## src/rtl/osc_meter_pkg.sv

```systemverilog
// Shared definitions for the oscillator frequency meter.
//
// Contents:
//   state_t         measurement FSM states (IDLE, SETTLE, GATE, DONE)
//   DEF_*           default values for the meter parameters
//   max_int()       larger of two ints, used to size the shared phase timer
package osc_meter_pkg;

  typedef enum logic [1:0] {
    IDLE,
    SETTLE,
    GATE,
    DONE
  } state_t;

  localparam int DEF_GATE_CYCLES   = 1000;
  localparam int DEF_SETTLE_CYCLES = 4;
  localparam int DEF_SYNC_STAGES   = 2;
  localparam int DEF_CNT_W         = 16;

  function automatic int max_int(input int a, input int b);
    return (a > b) ? a : b;
  endfunction

endpackage

```

## src/rtl/sync_rise_detect.sv

```systemverilog
// Synchronizes an asynchronous level into the clk domain and flags its
// rising edges.
//
// Parameters:
//   STAGES    synchronizer depth (>= 2)
// Ports:
//   clk       system clock, rising edge
//   rst       synchronous, active-high reset; clears the whole chain
//   async_in  signal asynchronous to clk
//   rise      high for one cycle when the synchronized level goes 0 -> 1
module sync_rise_detect #(
  parameter int STAGES = 2
) (
  input  logic clk,
  input  logic rst,
  input  logic async_in,
  output logic rise
);

  logic [STAGES-1:0] chain;
  logic              prev;

  // chain[0] is the metastability-catching flop; prev holds the synchronized
  // level from one cycle earlier so the edge test sees two stable samples.
  always_ff @(posedge clk) begin
    if (rst) begin
      chain <= '0;
      prev  <= 1'b0;
    end else begin
      chain <= {chain[STAGES-2:0], async_in};
      prev  <= chain[STAGES-1];
    end
  end

  assign rise = chain[STAGES-1] & ~prev;

endmodule

```

## src/rtl/osc_freq_meter.sv

```systemverilog
// Frequency meter for a gated ring oscillator.
//
// A start request enables the oscillator, waits SETTLE_CYCLES for it to
// settle, then counts synchronized rising edges of osc_in for GATE_CYCLES
// clk cycles. The result is published with a one-cycle done strobe and held
// until the next result or reset.
//
// Parameters:
//   GATE_CYCLES    counting window length in clk cycles (>= 1)
//   SETTLE_CYCLES  settle time with osc_en high before counting (>= SYNC_STAGES)
//   SYNC_STAGES    synchronizer depth on osc_in (>= 2)
//   CNT_W          width of the edge accumulator and result
// Ports:
//   clk       system clock, rising edge
//   rst       synchronous, active-high reset
//   start     single-cycle measurement request (ignored while busy)
//   osc_in    oscillator output, asynchronous to clk
//   osc_en    oscillator enable, high in SETTLE and GATE
//   busy      measurement in progress, high in SETTLE and GATE
//   done      one-cycle strobe: count/overflow just updated
//   count     edges counted in the last window (saturating)
//   overflow  last window saturated the accumulator
//   stuck     last window saw no edges; only when OSC_FREQ_METER_STUCK_EN
//             is defined
module osc_freq_meter
  import osc_meter_pkg::*;
#(
  parameter int GATE_CYCLES   = DEF_GATE_CYCLES,
  parameter int SETTLE_CYCLES = DEF_SETTLE_CYCLES,
  parameter int SYNC_STAGES   = DEF_SYNC_STAGES,
  parameter int CNT_W         = DEF_CNT_W
) (
  input  logic             clk,
  input  logic             rst,
  input  logic             start,
  input  logic             osc_in,
  output logic             osc_en,
  output logic             busy,
  output logic             done,
  output logic [CNT_W-1:0] count,
  output logic             overflow
`ifdef OSC_FREQ_METER_STUCK_EN
  ,
  output logic             stuck
`endif
);

  // One down-counter serves both SETTLE and GATE; it only ever holds
  // (phase length - 1), so $clog2 of the longer phase is wide enough.
  localparam int TMR_MAX = max_int(GATE_CYCLES, SETTLE_CYCLES);
  localparam int TMR_W   = (TMR_MAX > 1) ? $clog2(TMR_MAX) : 1;

  localparam logic [TMR_W-1:0] SETTLE_LOAD = TMR_W'(SETTLE_CYCLES - 1);
  localparam logic [TMR_W-1:0] GATE_LOAD   = TMR_W'(GATE_CYCLES - 1);
  localparam logic [CNT_W-1:0] ACC_MAX     = '1;

  state_t           state;
  logic [TMR_W-1:0] timer;
  logic [CNT_W-1:0] acc;
  logic             acc_ovf;
  logic             rise;

  logic [CNT_W-1:0] acc_next;
  logic             ovf_next;
  logic             enter_settle;

  sync_rise_detect #(
    .STAGES(SYNC_STAGES)
  ) u_sync (
    .clk     (clk),
    .rst     (rst),
    .async_in(osc_in),
    .rise    (rise)
  );

  // Accumulator value after this cycle. Only GATE edges count; once at the
  // ceiling a further edge sets the sticky flag instead of wrapping.
  always_comb begin
    acc_next = acc;
    ovf_next = acc_ovf;
    if (state == GATE && rise) begin
      if (acc == ACC_MAX) begin
        ovf_next = 1'b1;
      end else begin
        acc_next = acc + 1'b1;
      end
    end
  end

  // A request is honoured only between measurements; DONE accepts it too so
  // back-to-back runs skip the IDLE cycle.
  assign enter_settle = start && (state == IDLE || state == DONE);

  // The result is captured from acc_next so an edge seen in the last GATE
  // cycle still makes it into count.
  always_ff @(posedge clk) begin
    if (rst) begin
      state    <= IDLE;
      timer    <= '0;
      acc      <= '0;
      acc_ovf  <= 1'b0;
      osc_en   <= 1'b0;
      busy     <= 1'b0;
      done     <= 1'b0;
      count    <= '0;
      overflow <= 1'b0;
`ifdef OSC_FREQ_METER_STUCK_EN
      stuck    <= 1'b0;
`endif
    end else begin
      done    <= 1'b0;
      acc     <= acc_next;
      acc_ovf <= ovf_next;

      if (enter_settle) begin
        state   <= SETTLE;
        timer   <= SETTLE_LOAD;
        acc     <= '0;
        acc_ovf <= 1'b0;
        osc_en  <= 1'b1;
        busy    <= 1'b1;
      end else begin
        case (state)
          IDLE: begin
            state <= IDLE;
          end
          SETTLE: begin
            if (timer == '0) begin
              state <= GATE;
              timer <= GATE_LOAD;
            end else begin
              timer <= timer - 1'b1;
            end
          end
          GATE: begin
            if (timer == '0) begin
              state    <= DONE;
              osc_en   <= 1'b0;
              busy     <= 1'b0;
              done     <= 1'b1;
              count    <= acc_next;
              overflow <= ovf_next;
`ifdef OSC_FREQ_METER_STUCK_EN
              stuck    <= (acc_next == '0);
`endif
            end else begin
              timer <= timer - 1'b1;
            end
          end
          DONE: begin
            state <= IDLE;
          end
          default: begin
            state <= IDLE;
          end
        endcase
      end
    end
  end

endmodule

```

## config.mk

```make
export PLATFORM = sky130hd
export DESIGN_NAME = osc_freq_meter
export DESIGN_NICKNAME = d
export VERILOG_FILES = /design/src/rtl/osc_meter_pkg.sv /design/src/rtl/sync_rise_detect.sv /design/src/rtl/osc_freq_meter.sv
export SDC_FILE = /design/constraint.sdc
export NUM_CORES = 1
export LEC_CHECK = 0
export ABC_CLOCK_PERIOD_IN_PS = 2600
export BUFFER_PORTS_ARGS = -buffer_cell sky130_fd_sc_hd__buf_2
export CAP_MARGIN = 40
export CORE_ASPECT_RATIO = 1.25
export CORE_MARGIN = 5
export CORE_UTILIZATION = 58
export CTS_CLUSTER_DIAMETER = 100
export DETAILED_ROUTE_END_ITERATION = 16
export PLACE_DENSITY = 0.81
export SETUP_SLACK_MARGIN = 0.4
export SLEW_MARGIN = 25
export SYNTH_ARGS = -nofsm -noshare
export SYNTH_HDL_FRONTEND = slang
export SYNTH_HIERARCHICAL = 1
export SYNTH_SLANG_ARGS = --single-unit
```

## constraint.sdc

```tcl
create_clock -name clk -period 2.6 [get_ports clk]
set_clock_uncertainty 0.15 [all_clocks]
set_input_delay 0.26 -clock clk [delete_from_list [all_inputs] [get_ports clk]]
set_output_delay 0.26 -clock clk [all_outputs]
set_load 0.1 [all_outputs]
```

# ---- After elaboration in Yosys (flattened, before gate mapping)
# Cells that the tools add are included.
dict set report classes {
  addsub 2
  n_bitwise 4
  n_reduce_logical 18
  n_eq_ne 10
  n_mux 16
}
# op n
set op_table {}
lappend op_table {{16-bit two-way mux} 2}
lappend op_table {{10-bit two-way mux} 2}
lappend op_table {{10-bit one-hot mux with 2 select lines} 1}
lappend op_table {{16-bit by 1-bit adder with 16-bit output, second input constant} 1}
lappend op_table {{16-bit equality test, second input constant} 1}
lappend op_table {{10-bit logical NOT} 1}
lappend op_table {{2-bit AND reduction} 5}
lappend op_table {{10-bit by 1-bit subtractor with 10-bit output, second input constant} 1}
lappend op_table {{1-bit two-way mux} 7}
lappend op_table {{2-bit two-way mux} 3}
lappend op_table {{3-bit != test, second input constant} 2}
lappend op_table {{2-bit one-hot mux with 3 select lines} 1}
lappend op_table {{2-bit nonzero test} 3}
lappend op_table {{2-bit equality test, second input constant} 2}
lappend op_table {{2-bit != test, second input constant} 2}
lappend op_table {{2-bit OR reduction} 2}
lappend op_table {{3-bit by 2-bit != test with 1-bit output, second input constant} 1}
lappend op_table {{1-bit inverter} 3}
lappend op_table {{3-bit AND reduction} 1}
lappend op_table {{3-bit nonzero test} 1}
lappend op_table {{3-bit OR reduction} 1}
lappend op_table {{2-bit by 1-bit equality test with 1-bit output, second input constant} 1}
lappend op_table {{1-bit logical AND} 2}
lappend op_table {{2-bit logical NOT} 1}
lappend op_table {{other kinds (3)} 3}
dict set report word_totals {
  elab_cells 62
  input_bits 4
  register_bits 51
  out_inout_bits 20
}

# ---- Depth between registers and ports, before layout
# Gate-level depths: netlist (run 1).
dict set report depth {
  depth_word 5
  depth_mapped 9
  mapped_depth_nobuf 7
}

# ---- Hierarchy
# Netlist (run 1), hierarchy kept.
# module n_inst seq_area_each_um2 area_per_inst_um2 cells_each
set by_module_without_submodules {}
lappend by_module_without_submodules {osc_freq_meter 1 960.9 2264.7 254}
lappend by_module_without_submodules {sync_rise_detect 1 60.1 87.6 7}

# ---- Worst setup path after synthesis (run 1)
# No wires, ideal clock.
dict set report synth_timing {
  kind {reg2reg}
  start {register timer[0]}
  end {register count[15]}
  path_slack_ns 0.478
  setup_ns 0.074
  synth_period_minus_slack_ns 2.122
  required_ns 2.376
  stages_incl_launch_ff 10
  t_arrival_ns 1.898
  path_buffers 2
  path_cell_list {dfxtp_1 -> inv_1 -> ha_1 -> or4b_4 -> nor4_4 -> and2_2 -> buf_6 -> buf_8 -> o21bai_1 -> a31oi_1}
}
dict set report synth_between {
  elab_chain_cells 2
}
# element line_no
set synth_rtl {}
lappend synth_rtl {{start: declaration} osc_freq_meter.sv:58} ;# logic [TMR_W-1:0] timer;
lappend synth_rtl {{start signal: assignment} osc_freq_meter.sv:132} ;# timer <= timer - 1'b1;
lappend synth_rtl {{start signal: assignment} osc_freq_meter.sv:147} ;# timer <= timer - 1'b1;
lappend synth_rtl {{10-bit logical NOT} osc_freq_meter.sv:136} ;# if (timer == '0) begin
lappend synth_rtl {{3-bit AND reduction (no source line)} --}
lappend synth_rtl {{end signal: assignment} osc_freq_meter.sv:141} ;# count <= acc_next;
lappend synth_rtl {{end: declaration} osc_freq_meter.sv:40} ;# output logic [CNT_W-1:0] count,
# Every way passes these cells.
# A chain may end at the register's enable or synchronous reset.

# ---- Final worst setup path (run 1)
dict set report layout_timing {
  start {register timer[0]}
  end {register timer[5]}
}
dict set report layout_between {
  elab_chain_cells 3
  word_cells_on_any_way 7
  cone_classes {add/sub: 1; eq/ne: 1; mux: 3; reduce/logical: 2}
}
# element line_no
set layout_rtl {}
lappend layout_rtl {{10-bit by 1-bit subtractor with 10-bit output or 10-bit logical NOT (tied branches)} --}
lappend layout_rtl {{10-bit two-way mux, or another cell as far along} osc_freq_meter.sv:136}
lappend layout_rtl {{10-bit one-hot mux with 2 select lines or 2-bit AND reduction (tied branches)} --}
# Parallel ways exist; a longest one is shown, timed or not. The select of a mux whose other input is x is not followed.

==> flow_summary.toml, run 1 <==
[timing]
finalCritPeriodShare = 0.8431
worst_pin_slew_ns = 0.4901
setup_viol = 0
timing.fmax_mhz = 456.2
tns_ns = 0
rsz0062_at_grt = "true"
drv_slew = 0
slew_headroom = 0.6755
period_needed_ns = 2.192
finalHoldViolCount = 0

[clocking]
clock_sinks = 51
clk_latency_ns = 0.32
root_buffer = "clkbuf_8"
h-tree-depth = 2
cts_buffer_depth = 2
path_clk_slew_ns = 0.10
ctsHoldBuffers = 0
cts_tree = "built"
cts_buffers = 5

[routing]
first_pass_iters = 4
wl_microns = 5374
vias_per_cell = 5.927
route.detailed.drc = 0
antenna_left = 0
wl_per_cell_microns = 15.18
route.vias.total = 2098
first_iter_violations = 104

[grt]
antenna_found_initial = 0
grt_util_all_layers = 0.2111
grt_pass1_vias = 1961
grt_max_degree = 26
grt-ovfl-total = 0
grt_pass1_wl_microns = 8852

[final_layout]
num_antenna_cells = 0
final_cell_count_no_fill = 354
area_growth_pct = 14.95
drive_gt1_frac = 0.2450
fin_nets = 307

[synth]
synth_enable_flop_cells = 0
async_flop_share = 0
yosys_warnings = 6
synth_cell_types = 47
ys.flop_type = "dfxtp_1"
netlist_instances = 261
synth_top_area_cell = "dfxtp_1"
ys_ff_latch = 51
yosysTopAreaCellShare = 0.4340
synth_nets = 271
seq_area_frac_synth = 0.4340
avgSynthCellArea_sq_um = 9.012
ys_top_cells_by_area = "dfxtp_1 (43%), nor2_1 (5.9%), a211oi_1 (4.8%)"
syn_area_sq_um = 2352

[setup_path]
critical_path.max_fanout = 7
path_class = "flop to flop"
endpoint_kind = "flop"
arrival_ns = 2.29
r2r_start = "timer[0]"
cp-start-kind = "flop"
crit_required_ns = 2.70
startpoint = "timer[0]"

[placed_design]
io_buffers = 23
dp.cells = 337
hpwl_microns = 3639
gp_congestion = 0.8644

[outcome]
status = "finished, final reports clean"

[die]
start_util = 0.5879
die_h_microns = 81.20
die_x_microns = 66.96
num_rows = 26
dieArea_sq_um = 5437
pin_count = 24
coreArea_sq_um = 4001

[power_and_ir_drop]
power_mw = 2.987
ir_drop_v = 0.0006031
power.density_nw_per_um2 = 1105
p_leak_nw = 1.033

[worst_hold_path]
hp-start = "osc_in"
hold_path.class = "primary input to flop"

[run]
maxCapViolCount = 0
==> cells in the final DEF, fill, tap and decap left out, types with 3 or more instances in the layout <==
| master | netlist | routed |
|---|---|---|
| dfxtp_1 | 51 | 49 |
| nor2_1 | 37 | 35 |
| buf_2 | 0 | 23 |
| buf_4 | 2 | 16 |
| nand2_1 | 16 | 15 |
| a211oi_1 | 15 | 15 |
| nand3_1 | 9 | 9 |
| nand2b_1 | 9 | 9 |
| nor3_1 | 8 | 8 |
| a21oi_1 | 10 | 8 |
| nand4_1 | 8 | 8 |
| and3_1 | 7 | 7 |
| o21ai_0 | 8 | 7 |
| o22ai_1 | 6 | 6 |
| ha_1 | 6 | 6 |
| mux2i_1 | 5 | 5 |
| clkbuf_8 | 0 | 5 |
| nor2b_1 | 4 | 4 |
| inv_1 | 5 | 3 |
| and4_1 | 3 | 3 |
| and2_4 | 0 | 3 |
| or3_1 | 3 | 3 |
| xor2_1 | 3 | 3 |
| xnor2_1 | 3 | 3 |
| a311oi_1 | 4 | 3 |
| a31oi_1 | 3 | 3 |
==> final cells by class <==
class	instances	area (sq um)
Clock buffer	6	72.57
Sequential cell	51	1023
Inverter	5	18.77
Clock inverter	2	12.51
Fill cell	326	1297
Tap cell	56	70.07
Multi-Input combinational cell	195	1271
Timing Repair Buffer	39	235.2
==> critical path, cell delays in order, from the launching register on <==
cell,delay (ns)
dfxtp_2,0.35
inv_2,0.06
ha_1,0.12
or4b_4,0.49
nor4_4,0.25
buf_4,0.22
nor2_2,0.04
or3_1,0.32
a21oi_2,0.11
==> sequential cells by signal, indices dropped and copies added, names as in the netlist <==
register,cells
count,16
state,2
busy,1
timer,10
acc_ovf,1
u_sync/prev,1
u_sync/chain,2
acc,16
done,1
overflow,1
==> through the flow <==
stage / util / cell area [sq um] / setup WS (ns) / hold WS [ns]
2_1_floorplan: - / 2352 / 0.4775 / 0.1816
3_3_place_gp: 0.6276 / 2511 / 0.3116 / 0.2740
3_5_place_dp: 0.6276 / 2511 / 0.2196 / 0.2822
4_1_cts: 0.6588 / 2636 / 0.4120 / 0.005242
5_1_grt: 0.6757 / 2704 / 0.3236 / 0.01916
6_report: 0.6757 / 2704 / 0.4080 / 0.007066
==> per-layer routing <==
layer / share of wire / global-route usage / up-vias
met4: 0.023 / 0.1034 / 0
met2: 0.55 / 0.3750 / 39
met1: 0.40 / 0.2360 / 1027
met5: 0 / 0 / -
li1: - / - / 1020
met3: 0.029 / 0.04426 / 12
==> synth_stat cells, types with 2 or more instances <==
cell type / n
ha_1: 6
and4_1: 3
a31o_2: 2
xnor2_1: 3
inv_1: 5
dfxtp_1: 51
a311oi_1: 4
nor4_1: 3
nor3_1: 8
nand2b_1: 9
a21oi_1: 10
o22ai_1: 6
nand4_1: 8
and3_1: 7
nand2_1: 16
buf_6: 4
a31oi_1: 3
nor2_1: 37
a211oi_1: 15
xor2_1: 3
clkbuf_1: 5
nand3_1: 9
or3_1: 3
a21o_1: 2
nor2b_1: 4
buf_4: 2
and2_1: 2
mux2i_1: 5
o21ai_0: 8
==> path summary, 6_finish.rpt <==
kind / endpoint / slack (ns) / depth (start not counted)
worst max-delay path: timer[5] / 0.41 / 8
worst min-delay path: u_sync/chain[0] / 0.007 / 2
worst max register to register: timer[5] / 0.41 / 8
worst min register to register: u_sync/chain[1] / 0.31 / 1
==> logic make-up after synthesis <==
| group | synth area share |
|---|---|
| compound gates | 0.1686 |
| xor+xnor | 0.02234 |
| fa+ha+maj | 0.03191 |
| buf+inv | 0.04787 |
| flops | 0.4340 |
| mux | 0.02128 |
| simple gates | 0.2739 |
==> what timing repair did <==
item	4_1_cts	5_1_grt
pin swaps	2	8
gates resized for setup	2	15
endpoints found under the hold margin	0	0
setup buffers	4	3
cloned	1	1
endpoints found under the setup margin	16	28
==> report_power, final <==
group	leakage (nW)	total [mW]	switching (mW)	internal (mW)
combinational	0.578	1.52	0.951	0.568
clock	0.0412	0.457	0.268	0.189
sequential	0.414	1.01	0.115	0.896
total	1.03	2.99	1.33	1.65
(Power assumes the default switching activity.)
==> run 2: changes to the inputs <==
Settings changed: ABC_AREA set to 1, ABC_CLOCK_PERIOD_IN_PS 2600 to 2150, CORE_UTILIZATION 58 to 59.
Clock period 2.6 ns to 2.15 ns, I/O delays scaled along.
==> run 2 against run 1 <==
  * Via count grew 21%
  * Clock power grew 58%
  * Combinational power grew 59%
  * Register-to-register slack lost 0.05 ns
  * Clock-buffer cell count is the same
  * Sequential power grew 25%
  * Setup slack lost 0.054 ns
  * Largest cell class unchanged
  * Synthesized cell count grew 44%
  * Synthesized area grew 14%
==> flow_summary.toml, run 2 <==
[die]
die_x_microns = 70.30
coreArea_sq_um = 4392
pin_count = 24
die_h_microns = 85.37
start_util = 0.6105
num_rows = 27
dieArea_sq_um = 6001

[final_layout]
num_antenna_cells = 0
fin_area_sq_um = 3293
regArea_sq_um = 1032
drive_gt1_frac = 0.2638
final_cell_mix = "nand2_1 (82), dfxtp_1 (44), inv_1 (41)"
fillers = 346
area_growth_pct = 22.82
fin_nets = 426
multi_input_area_sq_um = 1544
top_regs = "acc (16), count (16), timer (10)"
fin_util = 0.7499
final_common_cell = "nand2_1"

[grt]
grt_pass1_wl_microns = 9715
grt_pass1_vias = 2244
grt-ovfl-total = 0
grt_util_all_layers = 0.1992
grt_max_degree = 33
antenna_found_initial = 0

[synth]
seq_area_frac_synth = 0.3808
synth_nets = 387
ys.flop_type = "dfxtp_1"
ys_ff_latch = 51
async_flop_share = 0
yosys-top-cells-count = "nand2_1 (85), dfxtp_1 (51), inv_1 (49)"
synth_cell_types = 31
netlist_instances = 377
ys_top_cells_by_area = "dfxtp_1 (38%), nand2_1 (12%), inv_1 (6.9%)"
syn_area_sq_um = 2681
yosys_warnings = 6
synth_enable_flop_cells = 0
synth_top_area_cell = "dfxtp_1"
yosysTopAreaCellShare = 0.3808
yosysMostFrequentCell = "nand2_1"
avgSynthCellArea_sq_um = 7.112

[setup_path]
arrival_ns = 1.86
r2r_cells = 10
cp-start-kind = "flop"
crit_required_ns = 2.21
endpoint_kind = "flop"
critical_path.max_fanout = 4
path_class = "flop to flop"

[routing]
antenna_left = 0
route.detailed.drc = 0
first_pass_iters = 4
first_iter_violations = 170
wl_microns = 6557
vias_per_cell = 5.347
route.vias.total = 2540
wl_per_cell_microns = 13.80

[power_and_ir_drop]
ir_drop_v = 0.0009825
p_leak_nw = 1.501
power.density_nw_per_um2 = 1337

[timing]
finalCritPeriodShare = 0.8354
hold_slack_ns = 0.01894
drv_slew = 0
worst_pin_slew_ns = 0.5843
setup_viol = 0
finalHoldViolCount = 0
slew_headroom = 0.6081
timing.fmax_mhz = 556.8
rsz0062_at_grt = "true"
period_needed_ns = 1.796
tns_ns = 0

[outcome]
status = "finished, final reports clean"

[clocking]
root_buffer = "clkbuf_8"
cts_buffer_depth = 2
clk_latency_ns = 0.31
cts_tree = "built"
clock_sinks = 51
h-tree-depth = 2
cts_buffers = 5
path_clk_slew_ns = 0.10

[worst_hold_path]
hold_path.class = "primary input to flop"
worstHoldPathCells = 2

[placed_design]
io_buffers = 23
place_area_sq_um = 2856
hpwl_microns = 4049
gp_congestion = 0.8689

[run]
maxCapViolCount = 0
[run 2: cell types whose count changed after synthesis, sizes merged, moves of 6 or more]
cell and change:
nand2b -10, a211oi -14, and3 -7, nand2 +74
o22ai -6, inv +47, o21ai +11, a21oi +15
o21a +12, nand3 +26
[run 2: worst paths after layout]
path | start | slack [ns] | to
hold / removal | rst | 0.02 | u_sync/chain[0]
setup reg to reg | state[0] | 0.35 | count[13]
setup / recovery | state[0] | 0.35 | count[13]
hold reg to reg | u_sync/chain[0] | 0.26 | u_sync/chain[1]
[run 2: timing repair]
item	in CTS	in global routing
pin swaps	3	28
hold buffers	1	0
endpoints found under the hold margin	1	0
resized for setup	13	37
cloned	0	3
endpoints found under the setup margin	40	39
buffers inserted	5	6
[run 2: layer usage]
layer	wire, microns	track usage	up-vias	share of wire
met5	0	0	-	0
met4	218	0.1115	0	0.033
met3	336	0.03199	19	0.051
met2	3418	0.3518	86	0.52
met1	2583	0.2249	1141	0.39
li1	-	-	1294	-
[run 2: through the flow]
stage	total power, mW	cells	worst slack [ns]
2_1_floorplan	3.061	377	0.4115
3_3_place_gp	3.387	452	0.2607
3_5_place_dp	3.435	452	0.2079
4_1_cts	4.177	466	0.4020
5_1_grt	4.685	475	0.2414
6_report	4.402	475	0.3539
[run 2: cell families after synthesis]
group	after synthesis	share of synthesized area
AND/OR/NAND/NOR	187	0.3378
buffers and inverters	63	0.09473
AO/OA/AOI/OAI	62	0.1325
flip-flops	51	0.3808
XOR/XNOR	8	0.02613
adder cells (fa/ha/maj)	6	0.02800
[run 2: area by class of cell]
type	instances	area share
clock buffers	6	0.02508
repair buffers	42	0.09574
well taps	58	0.02204
flip-flops and latches	51	0.3134
multi-input cells	263	0.4688
inverters	53	0.06307
clock inverters	2	0.01178
[run 2: power breakdown]
| part | internal (mW) | total [mW] | switching [mW] |
|---|---|---|---|
| clock | 0.383 | 0.720 | 0.337 |
| sequential | 1.12 | 1.26 | 0.143 |
| combinational | 0.756 | 2.42 | 1.66 |
| total | 2.26 | 4.40 | 2.14 |
[run 2: worst max-delay path, cell delays in order (launching register included)]
cell and delay, ns:
dfxtp_2 0.34, inv_2 0.08, ha_4 0.15, buf_6 0.11, nand4_1 0.16, nor2_2 0.22, nand2_1 0.10, nand2_1 0.08
nand3_1 0.12, nor2_1 0.13, nor2_1 0.04
